## src/rtl/isc_ack_arb_pkg.sv

```systemverilog
// rtl/isc_ack_arb_pkg.sv - shared state enum and source-index width helper for isc_ack_arb
package isc_ack_arb_pkg;

    typedef enum logic {
        IDLE    = 1'b0,
        PRESENT = 1'b1
    } state_t;

    function automatic int src_w(input int n);
        return (n < 2) ? 1 : $clog2(n);
    endfunction

endpackage

```

## src/rtl/isc_ack_arb_cnt.sv

```systemverilog
// rtl/isc_ack_arb_cnt.sv - per-source saturating ack counter with capture reload
module isc_ack_arb_cnt #(
    parameter int CNT_W = 4
) (
    input  logic             clk,
    input  logic             a_rst_n,
    input  logic             inc,
    input  logic             clr_load,
    output logic [CNT_W-1:0] cnt,
    output logic             nz,
    output logic             sat
);

    assign nz  = |cnt;
    assign sat = &cnt;

    // On capture the old count leaves with the record; a same-cycle pulse starts the next one.
    always_ff @(posedge clk or negedge a_rst_n) begin
        if (!a_rst_n) begin
            cnt <= '0;
        end else if (clr_load) begin
            cnt <= inc ? CNT_W'(1) : '0;
        end else if (inc && !sat) begin
            cnt <= cnt + 1'b1;
        end
    end

endmodule

```

## src/rtl/isc_ack_arb.sv

```systemverilog
// rtl/isc_ack_arb.sv - round-robin ack pulse aggregator; ISC_ACK_ARB_OVF_EN adds sticky ovf flags
module isc_ack_arb
    import isc_ack_arb_pkg::*;
#(
    parameter  int N_SRC = 4,
    parameter  int CNT_W = 4,
    localparam int SRC_W = src_w(N_SRC)
) (
    input  logic             clk,
    input  logic             a_rst_n,
    input  logic [N_SRC-1:0] in_pulse,
    output logic             out_vld,
    input  logic             out_rdy,
    output logic [SRC_W-1:0] out_src,
    output logic [CNT_W-1:0] out_cnt
`ifdef ISC_ACK_ARB_OVF_EN
    ,
    output logic [N_SRC-1:0] ovf
`endif
);

    state_t             state;
    logic [SRC_W-1:0]   ptr;
    logic [SRC_W-1:0]   win;
    logic [SRC_W-1:0]   ptr_nxt;
    logic [SRC_W-1:0]   idx_s;
    int                 idx;
    logic               found;
    logic               any_nz;
    logic               cap;
    logic [N_SRC-1:0]   nz;
    logic [N_SRC-1:0]   sat;
    logic [N_SRC-1:0]   clr_load;
    logic [CNT_W-1:0]   cnt_q [N_SRC];

    for (genvar i = 0; i < N_SRC; i++) begin : g_src
        assign clr_load[i] = cap && (win == SRC_W'(i));

        isc_ack_arb_cnt #(.CNT_W(CNT_W)) u_cnt (
            .clk      (clk),
            .a_rst_n  (a_rst_n),
            .inc      (in_pulse[i]),
            .clr_load (clr_load[i]),
            .cnt      (cnt_q[i]),
            .nz       (nz[i]),
            .sat      (sat[i])
        );
    end

    // First non-empty source at or after ptr, wrapping past N_SRC-1.
    always_comb begin
        win   = '0;
        found = 1'b0;
        idx   = 0;
        idx_s = '0;
        for (int k = 0; k < N_SRC; k++) begin
            idx = int'(ptr) + k;
            if (idx >= N_SRC) begin
                idx = idx - N_SRC;
            end
            idx_s = SRC_W'(idx);
            if (!found && nz[idx_s]) begin
                found = 1'b1;
                win   = idx_s;
            end
        end
    end

    assign any_nz  = |nz;
    assign cap     = any_nz && ((state == IDLE) || out_rdy);
    assign ptr_nxt = (win == SRC_W'(N_SRC - 1)) ? '0 : win + 1'b1;

    always_ff @(posedge clk or negedge a_rst_n) begin
        if (!a_rst_n) begin
            state   <= IDLE;
            out_vld <= 1'b0;
            out_src <= '0;
            out_cnt <= '0;
            ptr     <= '0;
        end else if (cap) begin
            state   <= PRESENT;
            out_vld <= 1'b1;
            out_src <= win;
            out_cnt <= cnt_q[win];
            ptr     <= ptr_nxt;
        end else if ((state == PRESENT) && out_rdy) begin
            state   <= IDLE;
            out_vld <= 1'b0;
        end
    end

`ifdef ISC_ACK_ARB_OVF_EN
    always_ff @(posedge clk or negedge a_rst_n) begin
        if (!a_rst_n) begin
            ovf <= '0;
        end else begin
            ovf <= ovf | (in_pulse & sat & ~clr_load);
        end
    end
`else
    logic sat_unused;
    assign sat_unused = ^sat;
`endif

endmodule
```

## config.mk

```make
export PLATFORM = sky130hd
export DESIGN_NAME = isc_ack_arb
export DESIGN_NICKNAME = d
export VERILOG_FILES = /design/src/rtl/isc_ack_arb_pkg.sv /design/src/rtl/isc_ack_arb_cnt.sv /design/src/rtl/isc_ack_arb.sv
export SDC_FILE = /design/constraint.sdc
export NUM_CORES = 1
export LEC_CHECK = 0
export BUFFER_PORTS_ARGS = -buffer_cell sky130_fd_sc_hd__buf_2
export CAP_MARGIN = 5
export CORE_MARGIN = 4
export CORE_UTILIZATION = 53
export DETAILED_ROUTE_END_ITERATION = 16
export PLACE_DENSITY_LB_ADDON = 0.3
export SYNTH_ARGS = -nofsm -noshare
export SYNTH_HDL_FRONTEND = slang
export SYNTH_HIERARCHICAL = 1
export SYNTH_SLANG_ARGS = --single-unit
```

## constraint.sdc

```tcl
create_clock -name clk -period 4.7 [get_ports clk]
set_input_delay 1.175 -clock clk [delete_from_list [all_inputs] [get_ports clk]]
set_output_delay 1.175 -clock clk [all_outputs]
set_load 0.02 [all_outputs]
```

==> metrics list <==
* Gate count after technology mapping: 157
- Worst Path Arrival: 2.85 ns
- Total number of H-tree levels: 1
* CP Cell Sequence: inv_1 -> ha_1 -> nand2_1 -> nor2b_1 -> nor3_1 -> o22ai_2 -> nand2_1 -> nor2_1 -> nand4b_1 -> o31ai_2
* CP endpoint kind: register
- Total standard cell area after synthesis: 1570 um2
- After clock tree synthesis, the clock-pin slew on the worst setup and hold paths is 0.13 ns.
- At the end of the flow the core is filled with cells to 60.0%.
* Crit-path max cell delay: 0.58 ns
* Final number of hold-violating endpoints: 0
- Detailed-route vias per instance: 6.10
- After routing the design area is 1680 um2.
- Fill cells in the final layout number 238.
- For the final database, setup skew stands at 0.0156 ns.
* Number of vias in the routed layout: 1232
- The routed design has 3280 um of wire.
- Finish-stage setup viols: 0
* Total leakage power: 0.776 nW
* CTS hold repair buffers: 0
- Yosys printed 6 warnings.
- Worst-case setup margin in the final layout: 2.06 ns
* Placer Congestion: 0.836
- On the critical path, the stage with the largest delay is an instance of sky130_fd_sc_hd__o22ai_2.
- Class of the most critical hold timing path: register to register
* Die height: 62.5 um
* # port buffers: 13
- After detailed placement, the total cell area comes to 1650 um2.
* Dpl hpwl: 2530 um
- Excluding fillers, the count of instances in the completed layout stands at 202.
- STA classifies the critical path startpoint as a register.
- Remaining global-route overflow: 0
- Power after layout: 1.20 mW
- After the first detailed-routing iteration, the DRC count stood at 93.
* Portion of the clock cycle consumed by the worst path in the final layout: 56.1%
- Share of post-route cells with drive strength above 1: 25.1%
* Highest Clock Rate: 379 MHz
- Post-detailed-route DRC marker count: 0
- Power per cell area: 710 nW/um2
- CTS buffer count: 3
- CP Class: register to register
- Once detail routing completed, the nets flagged for antenna violations numbered 0.
- For this run, the detailed router's first-pass iteration total came to 4.
- The number of antenna violations at the first check in global routing came to 0.
- Transition at the pin with the smallest max-transition slack: 0.781 ns
* Full die area: 3900 um2
- Syn nets: 172
- CTS root buf: sky130_fd_sc_hd__clkbuf_4
- Setup repair after global routing missed its margin: no
- Effective utilization at floorplan: 56.0%
- The floorplan step defined a core boundary enclosing 2810 um2.
* Average routed wire per standard cell: 16.2 um
- Via count of the first global-routing pass: 1225
* Worst-skew pair later-pin latency: 0.34 ns
* Pin count of the biggest net entering global routing: 26
- IR analysis of the VDD net gives a maximum drop of 0.000268 V.
- Among the stages of the critical path, the cell type that occurs most often is sky130_fd_sc_hd__nand2_1.
* Setup slack at placement: 2.07 ns
* Worst-path fanout max: 13
- Gates resized during post-CTS repair numbered 0.
- The max-slew violation total from the final report came to 0.
* CTS tree: yes
- The kind of cell with the highest combined delay along the critical path is simple AND/OR/NAND/NOR gates.
* Global-route wire length before repair: 5650 um
- Std-Cell Rows: 19
* Worst max-slew margin expressed relative to the limit: 47.9%
- Synthesized area per cell: 10.0 um2
- Number of placed instances, taps included: 198
* Setup Buffers After CTS: 0
* Growth of design area from synthesis to finish: 7.17%
- The tool flagged a number of max-cap violations equal to 0.
* Tightest hold margin: 0.498 ns
- Clock Sinks: 25
* GRT Util Overall: 18.2%
- Data on the critical path is required at its endpoint by 4.91 ns.
- Number of buffers between clock root and the deepest sink: 2
* Final net count: 187
* Critical path buffer and inverter count: 1
- Number of ports placed on the die boundary: 14
- After layout, the minimum clock period comes to 2.64 ns.
- Setup TNS: 0 ns
- Diode count: 0
* Outcome: complete, no violations
- The die is 62.5 um wide.
-- report_power, final --
part | leakage [nW] | switching, mW | internal [mW]
clock network | 0.0139 | 0.0713 | 0.0327
registers | 0.310 | 0.112 | 0.312
logic | 0.452 | 0.387 | 0.281
total | 0.776 | 0.570 | 0.626
-- area by class of cell --
class	instances	area [um2]	share of cell area [%]
multi-input combinational	113	865	51.3
sequential	25	626	37.1
timing repair buffer	13	65.1	3.86
inverter	16	60.1	3.57
tap	31	38.8	2.30
clock buffer	3	22.5	1.34
clock inverter	1	7.51	0.446
-- layer usage --
metal  track usage [%]  wire length (um)  vias up
met4              7.44                37        0
met2              29.8              1620       19
met3              2.52                78        3
met5                 0                 0        -
li1                  -                 -      603
met1              24.2              1530      607
-- final timing paths --
path                                              startpoint                                 to  slack (ns)  cells after the start
setup / recovery           g_src[2].u_cnt/cnt[0]$_DFFE_PN0P_  g_src[2].u_cnt/cnt[1]$_DFFE_PN0P_        2.06                     10
hold / removal                        out_src[0]$_DFFE_PN0P_             out_src[0]$_DFFE_PN0P_        0.50                      1
setup reg to reg           g_src[2].u_cnt/cnt[0]$_DFFE_PN0P_  g_src[2].u_cnt/cnt[1]$_DFFE_PN0P_        2.06                     10
hold reg to reg                       out_src[0]$_DFFE_PN0P_             out_src[0]$_DFFE_PN0P_        0.50                      1
max in group asynchronous                            a_rst_n  g_src[3].u_cnt/cnt[2]$_DFFE_PN0P_        3.54                      1
min in group asynchronous                            a_rst_n                 ptr[1]$_DFFE_PN0P_        0.79                      1
-- state kept, by name, summed over array words and instances, names as in the netlist --
register,cells
g_src.u_cnt/cnt,16
out_cnt,4
out_src,2
ptr,2
state,1
-- cell usage in the layout (no fill, tap or decap) --
| master | n |
|---|---|
| sky130_fd_sc_hd__a211oi_1 | 4 |
| sky130_fd_sc_hd__a21o_1 | 2 |
| sky130_fd_sc_hd__a21oi_1 | 7 |
| sky130_fd_sc_hd__a221oi_2 | 1 |
| sky130_fd_sc_hd__a2bb2o_2 | 1 |
| sky130_fd_sc_hd__and2_1 | 1 |
| sky130_fd_sc_hd__and2_4 | 4 |
| sky130_fd_sc_hd__and2b_1 | 1 |
| sky130_fd_sc_hd__and3_1 | 1 |
| sky130_fd_sc_hd__and4b_2 | 4 |
| sky130_fd_sc_hd__buf_2 | 13 |
| sky130_fd_sc_hd__clkbuf_4 | 3 |
| sky130_fd_sc_hd__clkinvlp_4 | 1 |
| sky130_fd_sc_hd__dfrtp_1 | 25 |
| sky130_fd_sc_hd__ha_1 | 8 |
| sky130_fd_sc_hd__inv_1 | 15 |
| sky130_fd_sc_hd__inv_2 | 1 |
| sky130_fd_sc_hd__mux2i_1 | 8 |
| sky130_fd_sc_hd__nand2_1 | 19 |
| sky130_fd_sc_hd__nand2b_4 | 1 |
| sky130_fd_sc_hd__nand3_1 | 4 |
| sky130_fd_sc_hd__nand3_2 | 4 |
| sky130_fd_sc_hd__nand4_1 | 4 |
| sky130_fd_sc_hd__nand4b_1 | 4 |
| sky130_fd_sc_hd__nor2_1 | 6 |
| sky130_fd_sc_hd__nor2_2 | 1 |
| sky130_fd_sc_hd__nor2b_1 | 1 |
| sky130_fd_sc_hd__nor3_1 | 10 |
| sky130_fd_sc_hd__nor4_1 | 1 |
| sky130_fd_sc_hd__o21ai_0 | 1 |
| sky130_fd_sc_hd__o21ai_1 | 1 |
| sky130_fd_sc_hd__o221ai_1 | 4 |
| sky130_fd_sc_hd__o22ai_2 | 1 |
| sky130_fd_sc_hd__o311ai_2 | 4 |
| sky130_fd_sc_hd__o31ai_2 | 4 |
| sky130_fd_sc_hd__xnor2_1 | 1 |
No activity file was read; power rests on OpenSTA's default activity.
